[config.mk]
export PLATFORM = sky130hd
export DESIGN_NAME = req_arbiter_2to1
export DESIGN_NICKNAME = d
export VERILOG_FILES = /design/src/rtl/req_arbiter_2to1_pkg.sv /design/src/rtl/req_arbiter_2to1_flush_fifo2.sv /design/src/rtl/req_arbiter_2to1.sv
export SDC_FILE = /design/constraint.sdc
export NUM_CORES = 1
export LEC_CHECK = 0
export BUFFER_PORTS_ARGS = -buffer_cell sky130_fd_sc_hd__buf_4
export CAP_MARGIN = 15
export CORE_ASPECT_RATIO = 0.7
export CORE_MARGIN = 5
export CORE_UTILIZATION = 35
export CTS_CLUSTER_SIZE = 10
export DETAILED_ROUTE_END_ITERATION = 10
export SETUP_SLACK_MARGIN = 0.1
export SLEW_MARGIN = 20
export SYNTH_ARGS = -nofsm -noshare
export SYNTH_HDL_FRONTEND = slang
export SYNTH_HIERARCHICAL = 1
export SYNTH_SLANG_ARGS = --single-unit
[constraint.sdc]
create_clock -name clk -period 4.6 [get_ports clk]
set_input_delay 0.46 -clock clk [delete_from_list [all_inputs] [get_ports clk]]
set_output_delay 0.46 -clock clk [all_outputs]
set_load 0.01 [all_outputs]
[src/rtl/req_arbiter_2to1_pkg.sv]
// Shared constants for the 2:1 request arbiter.
//   ADDRESS_WIDTH : default request address width
//   ID_WIDTH      : default request id width (top nibble is the source tag,
//                   carried through untouched)
//   FLUSH_DEPTH   : number of flushes the flush queue can hold within a cycle
package req_arbiter_2to1_pkg;

  localparam int ADDRESS_WIDTH = 32;
  localparam int ID_WIDTH      = 8;
  localparam int FLUSH_DEPTH   = 2;

endpackage

[src/rtl/req_arbiter_2to1_flush_fifo2.sv]
// flush_fifo2: two-entry flush queue with two ordered pushes and one pop per cycle.
//   clk, reset            : clock, asynchronous active-low reset
//   push_1 / push_id_1    : first push of the cycle (channel 1 flush)
//   push_2 / push_id_2    : second push of the cycle (channel 2 flush)
//   pop_valid / pop_id    : registered head, a one-cycle pulse per forwarded flush;
//                           pop_id is zero when nothing is forwarded
//   overflow              : sticky, set when a push found the queue full
module flush_fifo2
  import req_arbiter_2to1_pkg::*;
#(
  parameter int W = ID_WIDTH
) (
  input  logic         clk,
  input  logic         reset,
  input  logic         push_1,
  input  logic [W-1:0] push_id_1,
  input  logic         push_2,
  input  logic [W-1:0] push_id_2,
  output logic         pop_valid,
  output logic [W-1:0] pop_id,
  output logic         overflow
);

  localparam logic [1:0] DEPTH = 2'(FLUSH_DEPTH);

  // The head is popped on every edge, so at most one entry survives an edge.
  // The depth of two bounds what is present during a cycle: the surviving
  // entry plus this cycle's accepted arrivals.
  logic         held_valid;
  logic [W-1:0] held_id;

  logic         acc_1;
  logic         acc_2;
  logic         drop;
  logic [1:0]   cnt_0;
  logic [1:0]   cnt_1;
  logic [1:0]   cnt_2;
  logic [W-1:0] first_arr;
  logic [W-1:0] slot_0;
  logic [W-1:0] slot_1;

  always_comb begin
    cnt_0     = {1'b0, held_valid};
    acc_1     = push_1 & (cnt_0 < DEPTH);
    cnt_1     = cnt_0 + {1'b0, acc_1};
    acc_2     = push_2 & (cnt_1 < DEPTH);
    cnt_2     = cnt_1 + {1'b0, acc_2};
    drop      = (push_1 & ~acc_1) | (push_2 & ~acc_2);
    // Oldest first: surviving entry, then channel 1 arrival, then channel 2.
    first_arr = acc_1 ? push_id_1 : push_id_2;
    slot_0    = held_valid ? held_id : first_arr;
    slot_1    = held_valid ? first_arr : push_id_2;
  end

  always_ff @(posedge clk or negedge reset) begin
    if (!reset) begin
      held_valid <= 1'b0;
      held_id    <= '0;
      pop_valid  <= 1'b0;
      pop_id     <= '0;
      overflow   <= 1'b0;
    end else begin
      pop_valid  <= (cnt_2 != 2'd0);
      pop_id     <= (cnt_2 != 2'd0) ? slot_0 : '0;
      held_valid <= (cnt_2 == 2'd2);
      if (cnt_2 == 2'd2) begin
        held_id <= slot_1;
      end
      overflow   <= overflow | drop;
    end
  end

endmodule

[src/rtl/req_arbiter_2to1.sv]
// req_arbiter_2to1: shares one downstream request pipeline between two producers.
// Each producer feeds a one-entry hold register; a round-robin grant moves one
// hold per cycle into a registered output stage. Flush-by-id kills matching
// held / in-flight requests in the same cycle and is forwarded downstream
// through a small flush queue that ignores downstream stall.
//   clk, reset                       : clock, asynchronous active-low reset
//   in_valid_k/in_address_k/in_id_k  : request from producer k (k = 1, 2)
//   out_stall_k                      : stall to producer k
//   flush_k/flush_id_k               : flush pulse and id from producer k
//   in_stall                         : downstream stall
//   out_valid/out_address/out_id     : arbitrated request (registered)
//   out_flush/out_flush_id           : forwarded flush pulse (registered)
//   flush_overflow                   : sticky, a flush was dropped
//
// Handshake: a request moves across an interface at a rising edge when its
// valid is high and the stall driven back toward it is low at that edge
// (in_valid_k & ~out_stall_k upstream, out_valid & ~in_stall downstream).
// Valid never depends on the stall of the same interface. Flushes are pulses
// with no handshake.
module req_arbiter_2to1
  import req_arbiter_2to1_pkg::*;
#(
  parameter int ADDR_W = ADDRESS_WIDTH,
  parameter int ID_W   = ID_WIDTH
) (
  input  logic              clk,
  input  logic              reset,
  input  logic              in_valid_1,
  input  logic [ADDR_W-1:0] in_address_1,
  input  logic [ID_W-1:0]   in_id_1,
  input  logic              in_valid_2,
  input  logic [ADDR_W-1:0] in_address_2,
  input  logic [ID_W-1:0]   in_id_2,
  output logic              out_stall_1,
  output logic              out_stall_2,
  input  logic              flush_1,
  input  logic [ID_W-1:0]   flush_id_1,
  input  logic              flush_2,
  input  logic [ID_W-1:0]   flush_id_2,
  input  logic              in_stall,
  output logic              out_valid,
  output logic [ADDR_W-1:0] out_address,
  output logic [ID_W-1:0]   out_id,
  output logic              out_flush,
  output logic [ID_W-1:0]   out_flush_id,
  output logic              flush_overflow
);

  // Channel-indexed views of the two producer ports (index 0 = channel 1).
  logic [1:0]        in_valid;
  logic [ADDR_W-1:0] in_address [2];
  logic [ID_W-1:0]   in_id      [2];

  logic [1:0]        hold_valid;
  logic [ADDR_W-1:0] hold_address [2];
  logic [ID_W-1:0]   hold_id      [2];

  logic [1:0] kill_hold;
  logic [1:0] kill_in;
  logic [1:0] cand;
  logic [1:0] grant;
  logic [1:0] stall;
  logic [1:0] take;
  logic       kill_out;
  logic       out_load;
  logic       last_grant_2;  // 1: channel 2 won the most recent grant

  assign in_valid      = {in_valid_2, in_valid_1};
  assign in_address[0] = in_address_1;
  assign in_address[1] = in_address_2;
  assign in_id[0]      = in_id_1;
  assign in_id[1]      = in_id_2;

  function automatic logic id_hit(input logic [ID_W-1:0] id,
                                  input logic            f1,
                                  input logic [ID_W-1:0] fid1,
                                  input logic            f2,
                                  input logic [ID_W-1:0] fid2);
    return (f1 && (id == fid1)) || (f2 && (id == fid2));
  endfunction

  always_comb begin
    kill_hold = '0;
    kill_in   = '0;
    cand      = '0;
    for (int k = 0; k < 2; k++) begin
      kill_hold[k] = hold_valid[k] &
                     id_hit(hold_id[k], flush_1, flush_id_1, flush_2, flush_id_2);
      kill_in[k]   = id_hit(in_id[k], flush_1, flush_id_1, flush_2, flush_id_2);
      cand[k]      = hold_valid[k] & ~kill_hold[k];
    end
  end

  assign kill_out = out_valid & id_hit(out_id, flush_1, flush_id_1, flush_2, flush_id_2);
  assign out_load = ~out_valid | ~in_stall;

  // On a tie the channel that did not win last time is granted.
  assign grant[0] = out_load & cand[0] & (~cand[1] | last_grant_2);
  assign grant[1] = out_load & cand[1] & (~cand[0] | ~last_grant_2);

  // A killed, ungranted hold still reports stall this cycle; it empties at the edge.
  always_comb begin
    stall = '0;
    take  = '0;
    for (int k = 0; k < 2; k++) begin
      stall[k] = hold_valid[k] & ~grant[k];
      take[k]  = in_valid[k] & ~stall[k];
    end
  end

  assign out_stall_1 = stall[0];
  assign out_stall_2 = stall[1];

  // Hold registers. A killed incoming request is still consumed, it just
  // never becomes valid.
  always_ff @(posedge clk or negedge reset) begin
    if (!reset) begin
      hold_valid <= '0;
      for (int k = 0; k < 2; k++) begin
        hold_address[k] <= '0;
        hold_id[k]      <= '0;
      end
    end else begin
      for (int k = 0; k < 2; k++) begin
        if (take[k]) begin
          hold_valid[k]   <= ~kill_in[k];
          hold_address[k] <= in_address[k];
          hold_id[k]      <= in_id[k];
        end else if (grant[k] | kill_hold[k]) begin
          hold_valid[k] <= 1'b0;
        end
      end
    end
  end

  // Output stage and round-robin pointer. While stalled the contents are
  // frozen, but a matching flush still invalidates the entry.
  always_ff @(posedge clk or negedge reset) begin
    if (!reset) begin
      out_valid    <= 1'b0;
      out_address  <= '0;
      out_id       <= '0;
      last_grant_2 <= 1'b1;
    end else if (out_load) begin
      if (grant[0]) begin
        out_valid    <= 1'b1;
        out_address  <= hold_address[0];
        out_id       <= hold_id[0];
        last_grant_2 <= 1'b0;
      end else if (grant[1]) begin
        out_valid    <= 1'b1;
        out_address  <= hold_address[1];
        out_id       <= hold_id[1];
        last_grant_2 <= 1'b1;
      end else begin
        out_valid <= 1'b0;
      end
    end else if (kill_out) begin
      out_valid <= 1'b0;
    end
  end

  flush_fifo2 #(
    .W (ID_W)
  ) u_flush_fifo (
    .clk       (clk),
    .reset     (reset),
    .push_1    (flush_1),
    .push_id_1 (flush_id_1),
    .push_2    (flush_2),
    .push_id_2 (flush_id_2),
    .pop_valid (out_flush),
    .pop_id    (out_flush_id),
    .overflow  (flush_overflow)
  );

endmodule

Word level (Yosys, flattened, before mapping)
Index checks and enable logic that the tools add are counted.
Widths: inputs -> output; s select.

word-level totals
  register bits = 143
  input port bits = 103
  output and inout port bits = 53
  word-level logic and storage cells = 103

cells by class
  add/subtract/negate cells = 2
  order comparisons = 1
  eq/ne operators = 11
  muxes and demuxes = 18
  bitwise logic cells = 35
  reduce and logical (&&, ||, !) cells = 21

operator list
  cell                count
  $eq 8x8->1          10
  $mux 32             2
  $mux 8              6
  $and 1x1->1         15
  $not 1->1           14
  $logic_and 1x1->1   10
  $mux 1              10
  $reduce_bool 2->1   5
  $or 1x1->1          6
  $logic_or 1x1->1    5
  $add 1x1->2         1
  $add 2x1->2         1
  $eq 2x2->1 const B  1
  $lt 2x2->1 const B  1
  $reduce_and 2->1    1

Depth between registers and ports, before layout
  depth after elaboration = 14
  depth in mapped cells = 10

Cells and area by module
The synthesis kept the hierarchy.

modules (own cells, without submodules)
  module            instances  cells each  area each (um^2)  seq. area each (um^2)
  req_arbiter_2to1  1          459         6207.2            3104.2
  flush_fifo2       1          79          967.2             475.5

Least setup slack after synthesis
No wires, ideal clock.

  kind = input-to-output
  from = in flush_id_2[2]
  to = out out_stall_2
  arrival time = 2064 ps
  setup slack = 2076 ps
  stages = 8
  path buffers = 3
  cells stage by stage = buf_2 xor2_1 nor4_1 nand4_1 a32oi_2 buf_2 buf_2 a21boi_0

on the way
  longest elaborated chain between the ends = 11
  elaborated cells on any way between the ends = 18

ends and longest elaborated chain
  element             RTL line                 RTL
  start: declaration  req_arbiter_2to1.sv:39   input logic [ID_W-1:0] flush_id_2,
  $eq 8x8->1          req_arbiter_2to1.sv:79   return (f1 && (id == fid1)) || (f2 && (id == fid2));
  $logic_and 1x1->1   req_arbiter_2to1.sv:79
  $logic_or 1x1->1    req_arbiter_2to1.sv:79
  $and 1x1->1         req_arbiter_2to1.sv:87   kill_hold[k] = hold_valid[k] &
  $not 1->1           req_arbiter_2to1.sv:90   cand[k] = hold_valid[k] & ~kill_hold[k];
  $and 1x1->1         req_arbiter_2to1.sv:90
  $not 1->1           req_arbiter_2to1.sv:99   assign grant[1] = out_load & cand[1] & (~cand[0] | ~last_grant_2);
  $or 1x1->1          req_arbiter_2to1.sv:99
  $and 1x1->1 *       req_arbiter_2to1.sv:99
  $not 1->1 *         req_arbiter_2to1.sv:106  stall[k] = hold_valid[k] & ~grant[k];
  $and 1x1->1 *       req_arbiter_2to1.sv:106
  end: declaration    req_arbiter_2to1.sv:35   output logic out_stall_2,

Every way passes the cells marked *; elsewhere a longest branch is shown, timed or not.

Final worst setup path
  from = reg hold_id[12] in the netlist's numbering
  to = out out_stall_2

on the way
  longest elaborated chain between the ends = 11
  elaborated cells on any way between the ends = 13

ends and longest elaborated chain
  element                           RTL line                 RTL
  start: declaration                req_arbiter_2to1.sv:56   logic [ID_W-1:0] hold_id [2];
  start signal: indexed assignment  req_arbiter_2to1.sv:128  hold_id[k] <= in_id[k];
  $eq 8x8->1                        req_arbiter_2to1.sv:79
  $logic_and 1x1->1                 req_arbiter_2to1.sv:79
  $logic_or 1x1->1 *                req_arbiter_2to1.sv:79
  $and 1x1->1 *                     req_arbiter_2to1.sv:87
  $not 1->1 *                       req_arbiter_2to1.sv:90
  $and 1x1->1 *                     req_arbiter_2to1.sv:90
  $not 1->1 *                       req_arbiter_2to1.sv:99
  $or 1x1->1 *                      req_arbiter_2to1.sv:99
  $and 1x1->1 *                     req_arbiter_2to1.sv:99
  $not 1->1 *                       req_arbiter_2to1.sv:106
  $and 1x1->1 *                     req_arbiter_2to1.sv:106

Marks and branches as above.

==> results.cfg <==
[run_status]
outcome = complete, no violations

[final_layout]
n_antenna_cell = 0
drive_gt1_share_pct = 44.1
layout_commonest_cell = buf_4
final_cell_mix = buf_4 (160), dfrtp_1 (142), mux2_4 (47)
nets = 784
final_cell_area_mm2 = 0.00912
post-route-util_pct = 45.7
instances_no_fill = 962
syn2layout_area_growth_pct = 27.2

[power_and_ir_drop]
pwr-share-clk_pct = 21.3
max-vdd-ir-drop_mv = 0.270
leakage_nw = 4.05
p_seq_share_pct = 37.2
power_density_mw_per_mm2 = 709
p_switching_mw = 2.30
finalPower_mw = 6.47
power.internal_mw = 4.17
p_comb_share_pct = 41.6
swShare_pct = 35.6

[timing]
period_minus_slack_ns = 3.33
rsz0062_at_grt = no
skew_ns = 0.00838
worst_pin_slew_ns = 0.830
timing.setup.tns_ns = 0
whs_ns = 0.248
setup_viol = 0
relSlewSlack_pct = 44.7
finalMaxSlewViolations = 0
setup_slack_ns = 1.27
fin_crit_sh_pct = 72.4
hold_viol_final = 0
fmax_ghz = 0.300

[yosys]
yosys.area.top_type = dfrtp_1
synth.distinct_cells = 43
synth_nets = 643
synth-seq-cells = 143
ys_warn_count = 6
async_reset_ff_share_pct = 100
synth_seq_area_share_pct = 49.9
syn_inst = 538
synth_ff_type = dfrtp_1
synth_area_mm2 = 0.00717
synth_area_leaders = dfrtp_1 (50%), mux2_4 (9.8%), xor2_1 (5.2%), o221a_2 (5.2%), xnor2_1 (4.5%)
avgSynthCellArea_um2 = 13.3
synth-edff-count = 0
synth_top_area_share_pct = 49.5

[routing]
drtAntennaViolNets = 0
routedWlPerCell_um = 21.0
firstDrtPassIters = 4
via_count = 4952
drt_iter0_drc = 373
vias_per_cell = 5.15
drt_wl_total_mm = 20.2
drc = 0

[worst_setup_path]
path_buf_inv = 2
reg2reg_slack_ns = 1.78
r2r-start = hold_id[6]
cp-start-kind = register
required_ns = 4.14
path_cells = xor2_1 -> nor3_1 -> nand4_1 -> a32oi_4 -> buf_4 -> a21boi_0 -> buf_4
slowest_delay_ns = 0.46
critical_path.top_delay_family = simple AND/OR/NAND/NOR gates
ff2ff_path_depth = 7
reg2reg_to = hold_address[0]
crit_type = reg2out
cp-end-kind = output pin
worstPathMaxFanout = 42
arrival_ns = 2.87
crit_path_top_delay_cell = dfrtp_1
cpMostUsedCell = buf_4

[placement]
portBuffers = 155
place_congestion = 0.880
dp_cells = 927
place_hpwl_mm = 14.4
place_ws_ns = 1.40
placed_area_mm2 = 0.00848

[clock_tree]
postCtsSetupRepairBufs = 0
cts_resized = 0
htreeDepth = 4
cts-hold-fix-buffers = 0
clock_path_buffers = 2
cts_made_buffers = 17
path_clk_slew_ns = 0.07
cts-root-buf = clkbuf_16
clock-sinks = 143
insertion_delay_ns = 0.42
cts_tree = done

[global_routing]
gr-total-overflow = 0
antenna_found_initial = 0
grt.total_usage_pct = 17.2
grt_pass1_wl_mm = 31.4
grt_pass1_vias = 5276
grt_max_degree = 105

[floorplanning]
die_area_mm2 = 0.0235
fp.coreArea_mm2 = 0.0200
num_rows = 43
chipWidth_um = 181
die_height_um = 130
boundaryPins = 156
start_util_pct = 35.9

[hold_path]
min_from = in_address_1[31]
hold-path-cell-count = 2
min_to = hold_address[63]
hp-class = in2reg

[job]
maxCapViolations = 0
==> power by group through the flow <==
stage	clock network [mW]	registers (mW)	logic (mW)
CTS	1.41	2.40	2.69
finish	1.38	2.40	2.69
global route	1.46	2.48	2.91
global placement	0	2.39	2.61
detailed placement	0	2.41	2.68
floorplan	0	2.33	1.82
==> worst register-to-register path, cell delays in order (launching register included) <==
cell and delay, ns:
dfrtp_1 0.44, xnor2_1 0.19, nand3_1 0.14, o31ai_1 0.53, nor2_4 0.20, a31oi_4 0.50
buf_12 0.33, mux2_2 0.39
==> synth_stat cells (2+ instances only) <==
library cell,n
buf_4,4
o21ai_0,10
mux2i_1,16
and3_1,5
mux2_4,47
dfrtp_1,142
mux2_2,23
xnor2_1,37
and2_1,2
nand3_1,9
nor4_1,9
nor2b_1,3
o31a_1,2
buf_2,26
nor3_1,4
nor2_1,10
o31ai_1,2
nand2_1,13
a31oi_4,2
o221a_1,2
xor2_1,43
o21a_1,2
mux2_1,18
nand3b_1,35
inv_1,3
o221a_2,33
clkbuf_1,2
buf_6,10
a221o_1,5
nand4_1,6
==> routing by layer <==
metal / wire, µm / global-route usage (%)
met5: 0 / 0
met3: 1440 / 5.85
met4: 197 / 3.79
met1: 9600 / 24.2
met2: 8950 / 26.1
==> final cells by class <==
type,count,area [µm²]
clock buffers,18,439
clock inverters,14,148
fillers,1818,10800
inverters,3,11.3
multi-input cells,349,3320
flip-flops and latches,143,3580
well taps,270,338
repair buffers,165,1290
==> flip-flops by register name, summed over array words and instances, names as in the netlist, 2 cells and up <==
signal / cells
hold_id: 16
out_id: 8
u_flush_fifo/pop_id: 8
hold_valid: 2
hold_address: 64
out_address: 32
u_flush_fifo/held_id: 8
==> cell families after synthesis <==
logic type | count (synthesis) | share of synthesized area (%)
XOR/XNOR | 80 | 9.77
adder cells (fa/ha/maj) | 2 | 0.453
multiplexers | 104 | 18.5
AO/OA/AOI/OAI | 64 | 8.86
flip-flops | 143 | 49.9
AND/OR/NAND/NOR | 99 | 8.41
buffers and inverters | 46 | 4.12
==> how the worst max path moves through the flow <==
stage	cells past startpoint	slack, ns	from	to
6_report	7	1.27	hold_id[12]	out_stall_2
2_1_floorplan	8	2.08	flush_id_2[2]	out_stall_2
3_5_place_dp	8	1.40	flush_id_1[6]	hold_address[0]
4_1_cts	7	1.28	hold_id[12]	out_stall_2
3_3_place_gp	8	1.47	flush_id_1[6]	hold_address[0]
5_1_grt	7	1.08	hold_id[12]	out_stall_2
No activity file was read; power rests on OpenSTA's default activity.
